## src/rtl/mul_div_unit_if.sv

```systemverilog
// Operand/result bus between issue logic and the iterative RV32M mul/div unit.
interface mul_div_unit_if #(
  parameter int DATA_WIDTH          = 32,
  parameter int REG_FILE_ADDR_WIDTH = 5
);
  logic                           start;
  logic                           flush;
  logic [2:0]                     op;
  logic [DATA_WIDTH-1:0]          op_a;
  logic [DATA_WIDTH-1:0]          op_b;
  logic [REG_FILE_ADDR_WIDTH-1:0] rd_in;
  logic                           busy;
  logic                           done;
  logic [DATA_WIDTH-1:0]          result;
  logic [REG_FILE_ADDR_WIDTH-1:0] rd_out;
  logic                           we;

  modport master (
    output start, flush, op, op_a, op_b, rd_in,
    input  busy, done, result, rd_out, we
  );

  modport slave (
    input  start, flush, op, op_a, op_b, rd_in,
    output busy, done, result, rd_out, we
  );
endinterface

```

## src/rtl/mul_div_unit.sv

```systemverilog
// Iterative RV32M multiply/divide unit: shift-add multiply and restoring
// divide on operand magnitudes, one bit per clock, sign fix-up on the last step.
module mul_div_unit #(
  parameter int DATA_WIDTH          = 32,
  parameter int REG_FILE_ADDR_WIDTH = 5
) (
  input  logic          clk,
  input  logic          rst,
  mul_div_unit_if.slave bus
);
  localparam int W  = DATA_WIDTH;
  localparam int AW = REG_FILE_ADDR_WIDTH;
  localparam int CW = $clog2(W) + 1;

  typedef enum logic [1:0] {S_IDLE, S_RUN, S_DONE} state_t;

  state_t           state_q;
  logic [2:0]       op_q;
  logic [AW-1:0]    rd_q;
  logic [2*W-1:0]   acc_q;
  logic [W-1:0]     b_q;
  logic             neg_q;
  logic             nega_q;
  logic [CW-1:0]    cnt_q;
  logic [W-1:0]     result_q;
  logic             done_q;

  logic             a_sgn, b_sgn, na, nb, fast;
  logic [W-1:0]     mag_a, mag_b, fast_res;
  logic [W:0]       sum, rs, diff;
  logic [2*W-1:0]   step_d, prod;
  logic [W-1:0]     fin_d;

  // Operand signedness, magnitudes and the single-cycle special cases
  always_comb begin
    a_sgn = 1'b0;
    b_sgn = 1'b0;
    if (bus.op[2]) begin
      a_sgn = ~bus.op[0];
      b_sgn = ~bus.op[0];
    end else begin
      a_sgn = (bus.op[1:0] != 2'b11);
      b_sgn = ~bus.op[1];
    end
    na    = a_sgn & bus.op_a[W-1];
    nb    = b_sgn & bus.op_b[W-1];
    mag_a = na ? -bus.op_a : bus.op_a;
    mag_b = nb ? -bus.op_b : bus.op_b;

    fast     = 1'b0;
    fast_res = '0;
    if (bus.op_b == '0) begin
      fast     = 1'b1;
      fast_res = !bus.op[2] ? '0 : (bus.op[1] ? bus.op_a : '1);
    end else if (bus.op[2] && !bus.op[0] && (bus.op_b == '1) &&
                 (bus.op_a == {1'b1, {(W-1){1'b0}}})) begin
      fast     = 1'b1;
      fast_res = bus.op[1] ? '0 : bus.op_a;
    end
  end

  // One multiply or divide iteration, plus the signed result it would finish on
  always_comb begin
    sum    = {1'b0, acc_q[2*W-1:W]} + (acc_q[0] ? {1'b0, b_q} : '0);
    rs     = {acc_q[2*W-1:W], acc_q[W-1]};
    diff   = rs - {1'b0, b_q};
    step_d = '0;
    if (!op_q[2])
      step_d = {sum, acc_q[W-1:1]};
    else if (!diff[W])
      step_d = {diff[W-1:0], acc_q[W-2:0], 1'b1};
    else
      step_d = {rs[W-1:0], acc_q[W-2:0], 1'b0};

    prod  = neg_q ? -step_d : step_d;
    fin_d = '0;
    if (!op_q[2])
      fin_d = (op_q[1:0] == 2'b00) ? prod[W-1:0] : prod[2*W-1:W];
    else if (op_q[1])
      fin_d = nega_q ? -step_d[2*W-1:W] : step_d[2*W-1:W];
    else
      fin_d = neg_q ? -step_d[W-1:0] : step_d[W-1:0];
  end

  // Control FSM and datapath registers
  always_ff @(posedge clk or posedge rst) begin
    if (rst) begin
      state_q  <= S_IDLE;
      op_q     <= '0;
      rd_q     <= '0;
      acc_q    <= '0;
      b_q      <= '0;
      neg_q    <= 1'b0;
      nega_q   <= 1'b0;
      cnt_q    <= '0;
      result_q <= '0;
      done_q   <= 1'b0;
    end else begin
      case (state_q)
        S_IDLE: begin
          done_q <= 1'b0;
          if (bus.start) begin
            op_q   <= bus.op;
            rd_q   <= bus.rd_in;
            acc_q  <= {{W{1'b0}}, mag_a};
            b_q    <= mag_b;
            neg_q  <= na ^ nb;
            nega_q <= na;
            cnt_q  <= '0;
            if (fast) begin
              result_q <= fast_res;
              done_q   <= 1'b1;
              state_q  <= S_DONE;
            end else begin
              state_q  <= S_RUN;
            end
          end
        end
        S_RUN: begin
          if (bus.flush) begin
            state_q <= S_IDLE;
          end else begin
            acc_q <= step_d;
            cnt_q <= cnt_q + 1'b1;
            if (cnt_q == CW'(W - 1)) begin
              result_q <= fin_d;
              done_q   <= 1'b1;
              state_q  <= S_DONE;
            end
          end
        end
        S_DONE: begin
          done_q  <= 1'b0;
          state_q <= S_IDLE;
        end
        default: begin
          done_q  <= 1'b0;
          state_q <= S_IDLE;
        end
      endcase
    end
  end

  // A flush arriving during the DONE cycle suppresses that cycle's done/we
  assign bus.busy   = (state_q != S_IDLE);
  assign bus.done   = done_q & ~bus.flush;
  assign bus.result = result_q;
  assign bus.rd_out = rd_q;
  assign bus.we     = done_q & ~bus.flush & (rd_q != '0);
endmodule

```

## src/flat_wrapper.sv

```systemverilog
// flat-port wrapper written by rule: the top's interface ports become plain ports
module mul_div_unit_flat 
#(
  parameter int DATA_WIDTH          = 32,
  parameter int REG_FILE_ADDR_WIDTH = 5
)
  (clk, rst, bus_start, bus_flush, bus_op, bus_op_a, bus_op_b, bus_rd_in, bus_busy, bus_done, bus_result, bus_rd_out, bus_we);
  mul_div_unit_if #(.DATA_WIDTH(DATA_WIDTH), .REG_FILE_ADDR_WIDTH(REG_FILE_ADDR_WIDTH)) bus_i ();
  input  logic clk;
  input  logic rst;
  input wire logic [$bits(bus_i.start)-1:0] bus_start;
  input wire logic [$bits(bus_i.flush)-1:0] bus_flush;
  input wire logic [$bits(bus_i.op)-1:0] bus_op;
  input wire logic [$bits(bus_i.op_a)-1:0] bus_op_a;
  input wire logic [$bits(bus_i.op_b)-1:0] bus_op_b;
  input wire logic [$bits(bus_i.rd_in)-1:0] bus_rd_in;
  output wire logic [$bits(bus_i.busy)-1:0] bus_busy;
  output wire logic [$bits(bus_i.done)-1:0] bus_done;
  output wire logic [$bits(bus_i.result)-1:0] bus_result;
  output wire logic [$bits(bus_i.rd_out)-1:0] bus_rd_out;
  output wire logic [$bits(bus_i.we)-1:0] bus_we;
  assign bus_i.start = bus_start;
  assign bus_i.flush = bus_flush;
  assign bus_i.op = bus_op;
  assign bus_i.op_a = bus_op_a;
  assign bus_i.op_b = bus_op_b;
  assign bus_i.rd_in = bus_rd_in;
  assign bus_busy = bus_i.busy;
  assign bus_done = bus_i.done;
  assign bus_result = bus_i.result;
  assign bus_rd_out = bus_i.rd_out;
  assign bus_we = bus_i.we;
  mul_div_unit #(.DATA_WIDTH(DATA_WIDTH), .REG_FILE_ADDR_WIDTH(REG_FILE_ADDR_WIDTH)) u_core (.clk(clk), .rst(rst), .bus(bus_i));
endmodule
```

## config.mk

```make
export PLATFORM = sky130hd
export DESIGN_NAME = mul_div_unit_flat
export DESIGN_NICKNAME = d
export VERILOG_FILES = /design/src/rtl/mul_div_unit_if.sv /design/src/rtl/mul_div_unit.sv /design/src/flat_wrapper.sv
export SDC_FILE = /design/constraint.sdc
export NUM_CORES = 1
export LEC_CHECK = 0
export BUFFER_PORTS_ARGS = -buffer_cell sky130_fd_sc_hd__buf_2
export CORE_UTILIZATION = 30
export DETAILED_ROUTE_END_ITERATION = 6
export PLACE_DENSITY = 0.49
export REMOVE_ABC_BUFFERS = 1
export SKIP_LAST_GASP = 1
export SLEW_MARGIN = 20
export SYNTH_ARGS = -nofsm -noshare
export SYNTH_HDL_FRONTEND = slang
export SYNTH_SLANG_ARGS = --single-unit
```

## constraint.sdc

```tcl
create_clock -name clk -period 5.74 [get_ports clk]
set_input_delay 0.574 -clock clk [delete_from_list [all_inputs] [get_ports clk]]
set_output_delay 0.574 -clock clk [all_outputs]
set_load 0.02 [all_outputs]
```

==> results of run 1 <==
## synth_stat cells, drive strengths merged, types with 23 or more instances
library cell and n:
a31oi 39, dfrtp 147, nand4 26, nor2 161, xnor2 99, o211ai 23
o221ai 35, inv 72, xor2 79, a21oi 179, mux2i 52, a211oi 27
nand2b 24, nand2 259, or3 25, a21o 27, o21ai 209, and2 48
buf 27, nor4 26, clkbuf 91, ha 70, nand3 40, nor3 73
## sequential cells by signal, summed over array words and instances, names as in the netlist
name / count
u_core.acc_q: 64
u_core.b_q: 32
u_core.bus.result: 32
u_core.cnt_q: 6
u_core.bus.rd_out: 5
u_core.op_q: 3
u_core.state_q: 2
u_core.done_q: 1
u_core.neg_q: 1
u_core.nega_q: 1
## cell type report
class	instances	area (µm²)
antenna	1	2.50
sequential	147	3680
tap	680	851
timing repair buffer	181	1070
clock buffer	20	447
multi-input combinational	1745	11200
fill	5489	33600
inverter	73	279
clock inverter	10	208
## logic make-up after synthesis
logic type,count (synthesis),share of synthesized area [%]
AOI/OAI and AO/OA,685,28.2
xor gates and xnor gates,178,10.1
adders and majority gates,72,5.88
buffers and inverters,191,4.84
DFF,147,23.6
muxes,60,3.94
and+or+nand+nor,750,23.4
## through the flow
step           TNS (ps)  total power [mW]
6_report              0              11.9
5_1_grt               0              12.8
4_1_cts               0              11.8
3_5_place_dp       -190              10.4
3_3_place_gp          0              10.4
2_1_floorplan    -46020              7.56
## path summary, 6_finish.rpt
kind | slack, ps | endpoint | start | depth (start not counted)
hold / removal | 290 | u_core.b_q[3] | rst | 2
setup / recovery | 270 | u_core.bus.result[30] | u_core.b_q[0] | 22
max in group asynchronous | 4340 | u_core.acc_q[25] | rst | 3
min in group clk | 290 | u_core.bus.rd_out[1] | bus_rd_in[1] | 3
hold reg to reg | 500 | u_core.bus.result[16] | u_core.bus.result[16] | 2
setup reg to reg | 270 | u_core.bus.result[30] | u_core.b_q[0] | 22
## critical path: cells and delay by family, from the launching register on
family                   cells  cell delay (ps)
AND/OR/NAND/NOR              8             2030
AO/OA/AOI/OAI                8             1700
XOR/XNOR                     1               80
flip-flops                   1              390
buffers and inverters        1              170
multiplexers                 1              150
adder cells (fa/ha/maj)      3              820
## cell usage in the layout, fill, tap and decap left out, types with 21 or more instances in the layout
cell / instances
o21ai_0: 188
buf_4: 66
xor2_1: 79
a21oi_1: 178
nor2_1: 157
xnor2_1: 97
o211ai_1: 21
a31oi_1: 38
nor4_1: 23
a21o_1: 27
buf_2: 115
nand2_1: 256
nand3_1: 39
or3_1: 25
nand4_1: 24
ha_1: 70
inv_1: 70
a211oi_1: 25
dfrtp_1: 146
nand2b_1: 24
and2_1: 47
mux2i_1: 52
o221ai_1: 35
nor3_1: 70
## report_power, final
part	internal [mW]	total [mW]	leakage [nW]	switching, mW
Combinational	3.08	8.67	5.32	5.60
Clock	0.821	1.32	0.320	0.496
Sequential	1.38	1.90	1.91	0.517
## layer usage
layer	global-route usage (%)	vias up	part of all wire, %
li1	-	7768	-
met1	33.4	8030	46
met2	39.3	551	46
met3	3.27	87	5.6
met4	7.93	0	2.8
met5	0	-	0
## what timing repair did
| item | in CTS | in global routing |
|---|---|---|
| pin swaps | 0 | 2 |
| buffers inserted | 0 | 2 |
| setup endpoints to repair | 2 | 6 |
| resized for setup | 2 | 5 |
==> results.md, run 1 <==
* Avg Cell Area, Syn at around 7.5 µm²
* Post-synth EDFFs at 0
* IO Pins at ~120
* Design Area, Final at ~18000 µm²
* First-pass detailed-route iteration total at 5
* Unrepaired setup endpoints after global routing: no
* Gr ovfl total at 0
* Slew HR at between 30% and 40%
* Largest stage delay on the critical path at roughly 530 ps
* CTS Hold Bufs at 0
* Top post-synthesis cells by area: dfrtp_1 (24%), nand2_1 (6.2%), o21ai_0 (6.1%), a21oi_1 (5.7%), ha_1 (5.6%)
* FFs w/ async S/R, synth at between 90% and 100%
* Drt wl/cell at approximately 23 µm
* Layout overhead on the synthesized area at 14.0%
* Setup WS pre-CTS at -95.4 ps
* Nets at ~2300
* Die Ht at between 200 and 250 µm
* Hold Path Class: in2async
* Min Tclk post-route at 5470 ps
* Cell row count at 83
* Tot GR Track Use at around a quarter
* Cell Area, Synth at about 16000 µm²
* Routability cong. at 0.929
* Hpwl dp at a little under 50000 µm
* H-tree levels at 4
* 1st-iter DRT viols at around 1600
* Yosys warning count at 0
* DRC at 0
* DR vias/cell at between 5 and 6
* Largest net degree at the start of global routing at 86
* Core ar. at roughly 50000 µm²
* CTS buffer count at 17
* Fmax at around 180 MHz
* Synth Flop Type: dfrtp_1
* Root Buffer: clkbuf_16
* Cell Pwr Density at 670 nW/µm²
* Final hold violations at 0
* Pins Over Slew Limit at 0
* CP Class: reg2reg
* Register area share after synthesis at 23.6%
* Worst Slack Setup Final at between 200 and 300 ps
* Status: finished, final reports clean
* Clk_lat worst skew at about 470 ps
* Setup violations, final at 0
* CP Cell Sequence: ha_1 > fa_1 > nand2b_1 > a21oi_2 > o211ai_2 > o211ai_4 > o21a_4 > xnor2_4 > nand2_1 > a21boi_2 > ha_1 > o21ai_1 > or4_4 > or3_1 > nor4_4 > nand3_1 > nor3_1 > buf_4 > nand2_1 > mux2i_1 > o32ai_1 > o31ai_1
* Vias in the first global route at around 16000
* CP Launch Type: register
* Max VDD drop at 316 µV
* Leading area contributor after synthesis: dfrtp_1
* CTS tree: done
* Final core area utilization at between 30% and 40%
* Slew @ Worst Pin at around 1000 ps
* Cell count after synthesis at 2083
* Via count at about 16000
* Initial antenna violation count at 1
* Synth unique cells at 100
* Placed Cells incl. Taps at roughly 2800
* Clock buffer depth at 2
* #FFs+latches synth at approximately 150
* Critical Path AT at 5810 ps
* Share of layout cells above drive strength 1 at between 10% and 20%
* Req. time, crit path at between 6000 and 7000 ps
* Chip width at ~230 µm
* Critical path peak fanout at 6
* CP Capture Type: register
* Drt total wl at between 60000 and 70000 µm
* Maxcap violations at 0
* Non-filler cells, final at about 2900
* Post-DP Area at 17000 µm²
* Fin crit share at between 90% and 100%
* First-pass GRT wire length at approximately 100000 µm
* Initial Utilization at 30.4%
* Share of the synthesized area in the top cell type at between 20% and 30%
* Die area at between 50000 and 60000 µm²
* Highest-delay cell along the critical path: or4_4
* Clock Sinks at around 150
* WHS at roughly 290 ps
* Final antenna-violating net count at 0
* Lkg Pwr at between 7 and 8 nW
* CTS clock-pin slew for the worst setup and hold paths at ~70 ps
* I/O Buffers at between 100 and 150
* Layout Skew at approximately 13 ps
Power figures use the tool's default switching activity.
==> run 2: changes to the inputs <==
ABC_AREA = 1   (was default)
PLACE_DENSITY = 0.48   (was 0.49)
SETUP_SLACK_MARGIN = 0.05   (was default)
==> results.md, run 2 <==
* Status: complete, but fails checks
* Failing checks: DRC
* Design Area, Final at 19200 µm² (+8.3%)
* CTS clock-pin slew for the worst setup and hold paths at 80 ps (about the same)
* DRC at 3 (+3)
* Min Tclk post-route at 5180 ps (-289 ps)
* Top post-synthesis cells by area: dfrtp_1 (21%), nand2_1 (20%), inv_1 (9.1%), nand3_1 (6.3%), nor2_1 (6.1%)
* Synth Flop Type: dfrtp_1
* Commonest non-fill, non-tap cells in the layout: nand2_1 (908), inv_1 (418), nor2_1 (278)
* Avg Cell Area, Syn at 5.86 µm² (-22%)
* Largest stage delay on the critical path at 430 ps (-100 ps)
* Most frequent cell after synthesis: nand2_1
* Via count at 19800 (+21%)
* Initial Utilization at 30.6% (+0.21 points)
* Hold Path Class: in2async
* Buffer count from post-CTS setup fixing at 0 (unchanged)
* Commonest non-fill, non-tap cell in the layout: nand2_1
* Critical path's top delay family: simple AND/OR/NAND/NOR gates
* Vias in the first global route at 18700 (+18%)
* CTS tree: done
* Worst path bufs/invs at 2 (+1)
* Share of layout cells above drive strength 1 at 9.72% (-3.0 points)
* Hpwl dp at 61200 µm (+24%)
* CP Capture Type: register
* Slew @ Worst Pin at 1000 ps (-18.7 ps)
* Slew HR at 33.1% (+2.1 points)
* Cell count after synthesis at 2963 (+42%)
* Cell row count at 87 (+4.8%)
* Req. time, crit path at 6160 ps (+70 ps)
* FFs w/ async S/R, synth at 100% (unchanged)
* Unrepaired setup endpoints after global routing: no
* Synth unique cells at 57 (-43%)
* Chip width at 243 µm (+5.6%)
* Critical path's most frequent cell: nand2_1
* Stages on the worst setup path at 32 (+45%)
* Crit path launch: u_core.b_q[0]
* Clk_lat worst skew at 510 ps (+40 ps)
* Setup violations, final at 0 (unchanged)
* Drt wl/cell at 20.6 µm (-8.6%)
* Yosys warning count at 0 (unchanged)
* CP Launch Type: register
* N_diodes at 0 (-1)
* Layout overhead on the synthesized area at 10.7%
* R2r endpoint: u_core.bus.result[26]
* IO Pins at 116 (unchanged)
* Area of the multi-input gates at 11600 µm² (+3.6%)
* R2r setup slk at 560 ps (+290 ps)
* Critical path peak fanout at 4 (-2)
* Die Ht at 243 µm (+5.6%)
* Core ar. at 56800 µm² (+11%)
* Post-synth EDFFs at 0 (unchanged)
* Cell Area, Synth at 17400 µm² (+12%)
* Largest net degree at the start of global routing at 76 (-12%)
* Worst reg2reg startpoint: u_core.b_q[0]
* Post-DP Area at 18600 µm² (+9.4%)
* First-pass detailed-route iteration total at 7 (+2)
* First-pass GRT wire length at 117000 µm (+18%)
* H-tree levels at 4 (unchanged)
* 1st-iter DRT viols at 2017 (+25%)
* Drt total wl at 78000 µm (+21%)
* Share of the synthesized area in the top cell type at 21.2% (-2.4 points)
* Leading area contributor after synthesis: dfrtp_1
* Root Buffer: clkbuf_16
* Pins Over Slew Limit at 0 (unchanged)
* Largest Register: u_core.acc_q
* Setup WS pre-CTS at 389 ps (+484 ps)
* Worst Slack Setup Final at 562 ps (+289 ps)
* Highest-delay cell along the critical path: fa_1
* #FFs+latches synth at 147 (unchanged)
* Maxcap violations at 0 (unchanged)
* Critical Path AT at 5600 ps (-210 ps)
* Tot GR Track Use at 26.4% (+2.1 points)
* Gr ovfl total at 0 (unchanged)
* Filler cells at 6517 (+19%)
* I/O Buffers at 115 (unchanged)
* Final core area utilization at 33.8% (-0.77 points)
* Setup crit end: u_core.bus.result[26]
* Register area share after synthesis at 21.2% (-2.4 points)
* Number of flip-flops under the largest register name at 64 (unchanged)
* Fmax at 193 MHz (+5.6%)
* Reg2reg path depth at 32 (+45%)
* Fin crit share at 90.2% (-5.0 points)
* CTS buffer count at 17 (unchanged)
* Layout Skew at 17.5 ps (+4.58 ps)
* Die area at 58900 µm² (+11%)
* Register area at 3680 µm² (about the same)
* CP Class: reg2reg
* Nets at 3171 (+37%)
* Top cells by count, synth: nand2_1 (910), inv_1 (419), nor2_1 (281)
* Final hold violations at 0 (unchanged)
* Routability cong. at 0.972 (+4.7%)
* Final antenna-violating net count at 0 (unchanged)
* Initial antenna violation count at 2 (+1)
* DR vias/cell at 5.23 (-9.1%)
* Clock Sinks at 147 (unchanged)
* Clock buffer depth at 2 (unchanged)
-- run 2: cell types whose count changed after synthesis, moves of 29 or more --
cell,change
nand3_1,+180
and2_1,-45
mux2i_1,-52
nand2_1,+653
xnor2_1,-87
nor3_1,-36
a31oi_1,-29
nor2_1,+122
inv_1,+348
clkbuf_1,-33
-- run 2: worst reg2reg max path: cells and delay by family (launching register included) --
| kind | cells | cell delay, ps |
|---|---|---|
| AND/OR/NAND/NOR | 26 | 3480 |
| flip-flops | 1 | 400 |
| buffers and inverters | 2 | 220 |
| AO/OA/AOI/OAI | 1 | 140 |
| adder cells (fa/ha/maj) | 3 | 850 |
-- run 2: final cells by class --
class | count | share of cell area, %
well taps | 756 | 4.92
multi-input cells | 2281 | 60.4
clock buffers | 19 | 2.30
inverters | 432 | 8.46
repair buffers | 144 | 4.13
clock inverters | 13 | 0.612
flip-flops and latches | 147 | 19.2
-- run 2: layer usage --
layer	part of all wire [%]	vias to the layer above	track usage, %
met5	0.017	-	0
met4	3.1	2	9.32
met3	7.3	91	4.75
met2	43	736	39.8
met1	47	9329	37.6
li1	-	9666	-
-- run 2: cell families (layout without fill, tap and decap cells) --
group / count (synthesis) / count (layout) / synth area share, %
and+or+nand+nor: 1592 / 1592 / 39.4
buffers and inverters: 535 / 608 / 12.2
AOI/OAI and AO/OA: 515 / 515 / 16.8
DFF: 147 / 147 / 21.2
xor gates and xnor gates: 102 / 102 / 5.14
adders and majority gates: 72 / 72 / 5.27
-- run 2: worst min-delay path by stage --
stage	end	slack (ps)
detailed placement	u_core.bus.result[7]	460
global placement	u_core.bus.result[24]	460
floorplan	u_core.op_q[0]	450
CTS	u_core.b_q[3]	140
finish	u_core.b_q[5]	150
global route	u_core.b_q[6]	180
-- run 2: per-stage QoR --
stage	hold WS (ps)	std cells	TNS, ps
after floorplan	454	2860	-26670
after global placement	460	3760	0
after detailed placement	460	3760	0
after CTS	137	3792	0
after global routing	179	3792	0
final	148	3792	0
-- run 2: timing repair --
item	in CTS	in global routing
gates resized for setup	0	5
hold buffers	0	0
endpoints found under the setup margin	0	8
Power of run 2 is not shown: default switching activity piles up to over one toggle a cycle in this logic, so the estimate is an artifact.
